`config.mk`:
```
export PLATFORM = sky130hd
export DESIGN_NAME = time_set_ctrl
export DESIGN_NICKNAME = d
export VERILOG_FILES = /design/src/rtl/time_set_ctrl_pkg.sv /design/src/rtl/time_set_ctrl_field_stepper.sv /design/src/rtl/time_set_ctrl.sv
export SDC_FILE = /design/constraint.sdc
export NUM_CORES = 1
export LEC_CHECK = 0
export ABC_AREA = 0
export CORE_MARGIN = 2
export CORE_UTILIZATION = 33
export CTS_BUF_LIST = sky130_fd_sc_hd__clkbuf_8
export CTS_CLUSTER_DIAMETER = 120
export DETAILED_ROUTE_END_ITERATION = 8
export SLEW_MARGIN = 20
export SYNTH_ARGS = -nofsm -noshare
export SYNTH_HDL_FRONTEND = slang
export SYNTH_HIERARCHICAL = 1
export SYNTH_SLANG_ARGS = --single-unit
```
`constraint.sdc`:
```
create_clock -name clk -period 2.5 [get_ports clk]
set_input_delay 0.5 -clock clk [delete_from_list [all_inputs] [get_ports clk]]
set_output_delay 0.5 -clock clk [all_outputs]
set_load 0.03 [all_outputs]
```
`src/rtl/time_set_ctrl_pkg.sv`:
```
// rtl/time_set_ctrl_pkg.sv - shared field widths, limits, state encoding and time packing
// Purpose: common definitions for the time-setting front end and its field steppers.
// Ports: none (package).
package time_set_ctrl_pkg;

   localparam int H_W      = 5;
   localparam int M_W      = 6;
   localparam int S_W      = 6;
   localparam int T_W      = H_W + M_W + S_W;
   localparam int HOUR_MAX = 23;
   localparam int MS_MAX   = 59;

   typedef enum logic [2:0] {
      IDLE   = 3'd0,
      SET_H  = 3'd1,
      SET_M  = 3'd2,
      SET_S  = 3'd3,
      COMMIT = 3'd4
   } state_t;

   // Same bit layout as the clock's time bus: {hour, min, sec}.
   typedef struct packed {
      logic [H_W-1:0] hour;
      logic [M_W-1:0] min;
      logic [S_W-1:0] sec;
   } time_t;

endpackage

```
`src/rtl/time_set_ctrl_field_stepper.sv`:
```
// rtl/time_set_ctrl_field_stepper.sv - combinational +/-1 with wrap for one time field
// Purpose: computes the stepped value of a single hour/min/sec field.
// Ports:
//   val  in  W  current field value
//   inc  in  1  request +1
//   dec  in  1  request -1
//   next out W  stepped value (equals val when no step or both requests)
module field_stepper #(
   parameter int W   = 6,
   parameter int MAX = 59
) (
   input  logic [W-1:0] val,
   input  logic         inc,
   input  logic         dec,
   output logic [W-1:0] next
);

   localparam logic [W-1:0] MAX_V = W'(MAX);

   // An out-of-range value (possible when loaded from the running time)
   // snaps to zero on the first step in either direction.
   always_comb begin
      next = val;
      if (inc && !dec) begin
         next = (val >= MAX_V) ? '0 : val + 1'b1;
      end else if (dec && !inc) begin
         if (val > MAX_V)
            next = '0;
         else if (val == '0)
            next = MAX_V;
         else
            next = val - 1'b1;
      end
   end

endmodule

```
`src/rtl/time_set_ctrl.sv`:
```
// rtl/time_set_ctrl.sv - button-driven time editor that commits through the overwrite interface
// Purpose: edits a copy of the running time field by field and requests an overwrite on commit.
// Ports:
//   clk       in  1   system clock
//   rst       in  1   synchronous active-high reset
//   btn_mode  in  1   pulse: enter edit / next field / commit
//   btn_inc   in  1   pulse: +1 active field
//   btn_dec   in  1   pulse: -1 active field
//   time_cur  in  17  running time {hour,min,sec}
//   time_set  out 17  edited time, same packing
//   time_ow   out 1   overwrite request, held OW_HOLD cycles
//   field_sel out 3   one-hot {hour,min,sec} being edited
//   busy      out 1   not idle
module time_set_ctrl
   import time_set_ctrl_pkg::*;
#(
   parameter int unsigned OW_HOLD = 100_000_001,
   parameter int unsigned TIMEOUT = 1_000_000_000
) (
   input  logic           clk,
   input  logic           rst,
   input  logic           btn_mode,
   input  logic           btn_inc,
   input  logic           btn_dec,
   input  logic [T_W-1:0] time_cur,
   output logic [T_W-1:0] time_set,
   output logic           time_ow,
   output logic [2:0]     field_sel,
   output logic           busy
);

   localparam int HOLD_W = $clog2(OW_HOLD + 1);
   localparam int IDLE_W = $clog2(TIMEOUT + 1);

   state_t            state, state_next;
   time_t             edit, cur, stepped;
   logic [HOLD_W-1:0] hold_cnt;
   logic [IDLE_W-1:0] idle_cnt;
   logic              editing, any_btn, hold_done, timed_out, step_ok;

   assign cur       = time_cur;
   assign time_set  = edit;
   assign editing   = (state == SET_H) || (state == SET_M) || (state == SET_S);
   assign any_btn   = btn_mode || btn_inc || btn_dec;
   assign hold_done = (hold_cnt == HOLD_W'(OW_HOLD - 1));
   assign timed_out = editing && !any_btn && (idle_cnt == IDLE_W'(TIMEOUT - 1));
   // btn_mode wins: a step arriving with it is dropped.
   assign step_ok   = !btn_mode;

   field_stepper #(.W(H_W), .MAX(HOUR_MAX)) u_hour (
      .val  (edit.hour),
      .inc  (btn_inc && step_ok && state == SET_H),
      .dec  (btn_dec && step_ok && state == SET_H),
      .next (stepped.hour)
   );

   field_stepper #(.W(M_W), .MAX(MS_MAX)) u_min (
      .val  (edit.min),
      .inc  (btn_inc && step_ok && state == SET_M),
      .dec  (btn_dec && step_ok && state == SET_M),
      .next (stepped.min)
   );

   field_stepper #(.W(S_W), .MAX(MS_MAX)) u_sec (
      .val  (edit.sec),
      .inc  (btn_inc && step_ok && state == SET_S),
      .dec  (btn_dec && step_ok && state == SET_S),
      .next (stepped.sec)
   );

   always_ff @(posedge clk) begin
      if (rst)
         state <= IDLE;
      else
         state <= state_next;
   end

   always_comb begin
      state_next = state;
      case (state)
         IDLE:    if (btn_mode) state_next = SET_H;
         SET_H:   if (btn_mode) state_next = SET_M;
                  else if (timed_out) state_next = IDLE;
         SET_M:   if (btn_mode) state_next = SET_S;
                  else if (timed_out) state_next = IDLE;
         SET_S:   if (btn_mode) state_next = COMMIT;
                  else if (timed_out) state_next = IDLE;
         COMMIT:  if (hold_done) state_next = IDLE;
         default: state_next = IDLE;
      endcase
   end

   // Decoded from the state register, so time_ow drops on the reset edge.
   always_comb begin
      time_ow   = (state == COMMIT);
      busy      = (state != IDLE);
      field_sel = 3'b000;
      case (state)
         SET_H:   field_sel = 3'b100;
         SET_M:   field_sel = 3'b010;
         SET_S:   field_sel = 3'b001;
         default: field_sel = 3'b000;
      endcase
   end

   // Edit register: time_cur is only sampled on entry to SET_H.
   always_ff @(posedge clk) begin
      if (rst)
         edit <= '0;
      else if (state == IDLE && btn_mode)
         edit <= cur;
      else if (editing)
         edit <= stepped;
   end

   always_ff @(posedge clk) begin
      if (rst) begin
         hold_cnt <= '0;
         idle_cnt <= '0;
      end else begin
         hold_cnt <= (state == COMMIT) ? hold_cnt + 1'b1 : '0;
         if (!editing || any_btn || state_next != state)
            idle_cnt <= '0;
         else
            idle_cnt <= idle_cnt + 1'b1;
      end
   end

endmodule

```
# == Word-level counts from Yosys, hierarchy flattened ==
# Index checks and enable logic that the tools add are counted.
# word_totals
ff_bits,77
input_bits,22
output_inout_bits,22
word_cells,99
# op_classes
n_addsub,8
n_lt_le_gt_ge,6
n_eq_ne,7
mux,25
bitwise,1
n_reduce_logical,46
# op_table
op,count
2-to-1 mux 6 bit,10
2-to-1 mux 17 bit,2
adder 30 x 1 -> 30 bit (second input constant),1
equality test 30 bit (second input constant),1
adder 27 x 1 -> 27 bit (second input constant),1
equality test 27 bit (second input constant),1
2-to-1 mux 5 bit,5
2-to-1 mux 3 bit,6
logical AND 1 bit,17
one-hot mux 3 bit (5 select lines),1
adder 6 x 1 -> 6 bit (second input constant),2
>= comparator 6 bit (second input constant),2
> comparator 6 bit (second input constant),2
logical NOT 6 bit,2
nonzero test 3 bit,4
subtractor 6 x 1 -> 6 bit (second input constant),2
logical NOT 1 bit,9
one-hot mux 3 bit (3 select lines),1
equality test 3 x 2 -> 1 bit (second input constant),2
logical OR 1 bit,6
AND reduction 2 bit,3
adder 5 x 1 -> 5 bit (second input constant),1
>= comparator 5 bit (second input constant),1
> comparator 5 bit (second input constant),1
other kinds (9),10

# == Depth between registers and ports, before layout ==
# depth
word_depth,11
mapped_depth,11
ltp_nobuf,9

# == Hierarchy ==
# The synthesis kept the hierarchy.
# modules_own_cells
mod,n_inst,cells_each,area_per_inst_um2,seq_area_each_um2
time_set_ctrl,1,436,3743.6,1541.5
field_stepper (u_min ...),2,69,437.9,0.0
field_stepper (u_hour),1,58,377.9,0.0

# == Worst setup path after synthesis ==
# No wires, ideal clock.
# synth_path
path_kind,register to register
from,register state[2]
to,register hold_cnt[21]
setup_time_ps,59
t_arrival_ps,2216
required_time_ps,2441
path_slack_ps,225
stages_incl_launch_ff,6
n_path_buf,1
synth_period_minus_slack_ps,2275
path_cell_list,dfxtp_1 -> clkbuf_1 -> nor3b_1 -> nand2b_1 -> or4_1 -> nand2_1
# synth_via
elab_chain_len,3
# synth_lines
element,line,text
"start, declared",time_set_ctrl.sv:35,"state_t state, state_next;"
"start signal, assigned",time_set_ctrl.sv:75,state <= state_next;
equality test 3 bit,-,
named net time_ow,time_set_ctrl.sv:27,"output logic time_ow,"
inverter 1 bit (no line),-,
OR reduction 2 bit (no line),-,
"end signal, assigned",time_set_ctrl.sv:121,hold_cnt <= (state == COMMIT) ? hold_cnt + 1'b1 : '0;
"end, declared",time_set_ctrl.sv:37,logic [HOLD_W-1:0] hold_cnt;
# The timed path passes the listed nets, and every way through them passes these cells.
# A chain may end at the register's enable or synchronous reset.

# == Worst setup path in the final report ==
# layout_path
from,register state[1]
to,output busy
# layout_via
elab_chain_len,1
# layout_lines
element,line,text
nonzero test 3 bit,time_set_ctrl.sv:96,busy = (state != IDLE);
"end, declared",time_set_ctrl.sv:29,output logic busy
# No other way between the ends.

==> results.md <==
- Status: complete, no violations
- PD cells: 503 nW/um^2
- Max_cap viols: 0
- Largest net degree at the start of global routing: 31
- CP max FO: 5
- Die span in x: 127 um
- Ys async rst share: 0%
- Clock Skew: 0.0176 ns
- Share of cells above drive strength 1: 14.5%
- Worst path required time: 2.00 ns
- Final Hold Viols: 0
- Sequential area share after synthesis: 30.8%
- Worst path cell trace: buf_4 > or3_1 > clkdlybuf4s50_1
- DR vias/cell: 5.59
- CTS sink cnt: 77
- Max Slew Vio Count: 0
- Vias in the first global route: 4,460
- Row count: 44
- Leak: 1.89 nW
- Leading area contributor after synthesis: dfxtp_1
- First-pass GRT wire length: 21.6 mm
- Drt pass-1 iters: 5
- RSZ-0062 raised after global routing: no
- Area grow syn2layout: 18.6%
- Worst-path cell with the longest stage delay: clkdlybuf4s50_1
- Vias: 4,841
- Crit end category: output pin
- Routed WL per cell: 14.7 um
- Port bufs: 43
- Setup Buffers After CTS: 0
- Yosys warns: 6
- Slack of the worst reg-to-reg path: 0.22 ns
- WP data arrival: 1.89 ns
- Worst-Skew Late Latency: 0.38 ns
- CTS tree: done
- Largest stage delay, worst path: 0.61 ns
- Max Root-Sink Buffers: 2
- CP delay by family, top: buffers and inverters
- H-tree depth: 3
- Dpl ws: 0.0189 ns
- Setup TNS: 0 ns
- Synth top area share: 30.8%
- Mapped Area: 5000 sq um
- Diode count: 0
- Core Region: 14,600 sq um
- Syn Nets: 665
- Initial DRC Count: 531
- Critical path class: flop to output pin
- Achievable frequency: 419 MHz
- FF+latch count, synth: 77
- Antenna viol nets, final: 0
- Dpl cells: 850
- Hold crit path type: flop to flop
- Starting Density: 34.1%
- Synth area leaders: dfxtp_1 31%, nand2_1 4.3%, a21oi_1 4.1%, xnor2_1 3.0%, nand3_1 2.8%
- CP startpoint kind: flop
- DRT Wirelength: 12.8 mm
- Final period util: 95.5%
- Most common cell after layout, fill and taps aside: dfxtp_1
- Top FF cell, synth: dfxtp_1
- DRC viols: 0
- Height of the die: 127 um
- Max transition margin: 56.0%
- Gpl congestion: 0.892
- Worst-Margin Slew: 0.659 ns
- Boundary pin count: 44
- Most frequent cells in the layout: 77 x dfxtp_1, 57 x nand2_1, 41 x a21oi_1, 41 x clkdlybuf4s50_1, 36 x nor2_1
- Syn avg cell area: 7.91 sq um
- Number of buffers created by CTS: 9
- Post-synth EDFFs: 0
- Initial antenna violation count: 0
- Maximum VDD drop: 0.203 mV
- Dpl hpwl: 9.16 mm
- Synth cell types: 66
- Post-Synthesis Cells: 632
- Fin nets: 710
- Final Setup Violations: 0
- Die area: 16,100 sq um
- Clock transition at path regs: 0.09 ns
- Aggregate global-route resource usage: 16.0%
- Worst path bufs/invs: 2
- Non-filler cells, final: 866
- Final WS setup: 0.113 ns
- Final Critical Period: 2.39 ns
- Root buffer cell: clkbuf_8
- Total grt overflow: 0
[metrics by stage]
step	hold slack, ns	total power, mW	instance area [sq um]	util [%]
finish	0.504	2.98	5930	40.5
global route	0.532	3.13	5930	40.5
floorplan	0.449	1.69	5000	-
detailed placement	0.493	1.89	5690	38.9
global placement	0.470	1.89	5690	38.9
CTS	0.503	3.01	5930	40.5
[flip-flops by register name, indices dropped and copies added (netlist names)]
register  flops
hold_cnt     27
idle_cnt     30
state         3
time_set     17
[cells in the mapped netlist (3+ instances only)]
master and number:
and4_1 4, and3_1 8, buf_6 7, and2_1 4, a21oi_2 15, o21ai_0 24, a211o_1 4, nor4_1 13
nand2b_1 12, nand2_1 57, nor3_1 15, nor2b_1 8, o41ai_1 4, or4_4 5, a31oi_1 3, nand4b_1 4
or4_1 13, a21o_1 3, ha_1 11, nand3_1 28, o22ai_1 5, xnor2_1 17, nor3b_1 3, nand3b_1 5
a22oi_1 17, clkbuf_1 19, a21oi_1 41, buf_2 15, dfxtp_1 77, o211ai_1 7, nor2_1 36, nor4b_1 4
nor2_2 15, xor2_1 9, nand4_1 22, or3_1 18, o31ai_1 12, o21ai_1 9, inv_1 22, o311ai_1 4
[report_power, final]
group          leakage [nW]  switching, mW  internal (mW)
clock                 0.121          0.495          0.619
combinational          1.15          0.301          0.245
sequential            0.623         0.0684           1.25
[repair_timing]
| action | in CTS | in global routing |
|---|---|---|
| hold buffers | 0 | 0 |
| endpoints found under the setup margin | 2 | 1 |
| gates resized for setup | 2 | 1 |
[kinds of logic (layout without fill, tap and decap cells)]
family	count (synthesis)	in the layout	share of synthesized area, %
DFF	77	77	30.8
AOI/OAI and AO/OA	165	165	22.4
xor gates and xnor gates	26	26	4.56
muxes	3	3	0.651
buffers and inverters	64	114	6.23
adders and majority gates	11	11	2.75
and+or+nand+nor	286	286	32.5
[per-layer routing]
layer | vias to the layer above | share of wire (%) | track usage (%) | routed length (um)
met4 | 0 | 1.4 | 4.52 | 183
met5 | - | 0 | 0 | 0
met1 | 2295 | 47 | 21.6 | 6050
met2 | 98 | 47 | 25.7 | 6020
met3 | 14 | 4.0 | 3.69 | 507
li1 | 2434 | - | - | -
[area by class of cell]
type	instances	area [sq um]
Inverter	22	82.6
Tap cell	184	230
Clock buffer	11	151
Timing Repair Buffer	76	692
Multi-Input combinational cell	491	3150
Fill cell	1461	8720
Clock inverter	5	81.3
Sequential cell	77	1540
[worst register-to-register path, delay by kind of cell (launching register included)]
| family | cells | cell delay, ns |
|---|---|---|
| and+or+nand+nor | 3 | 1.21 |
| AOI/OAI and AO/OA | 1 | 0.14 |
| DFF | 1 | 0.38 |
| buffers and inverters | 1 | 0.23 |
| adders and majority gates | 1 | 0.26 |
[path summary, 6_finish.rpt]
path           startpoint           end  cells after the start
max              state[1]          busy                      3
min          idle_cnt[28]  idle_cnt[28]                      2
max reg2reg   idle_cnt[1]  idle_cnt[26]                      6
min reg2reg  idle_cnt[28]  idle_cnt[28]                      2
No activity file was read; power rests on OpenSTA's default activity.
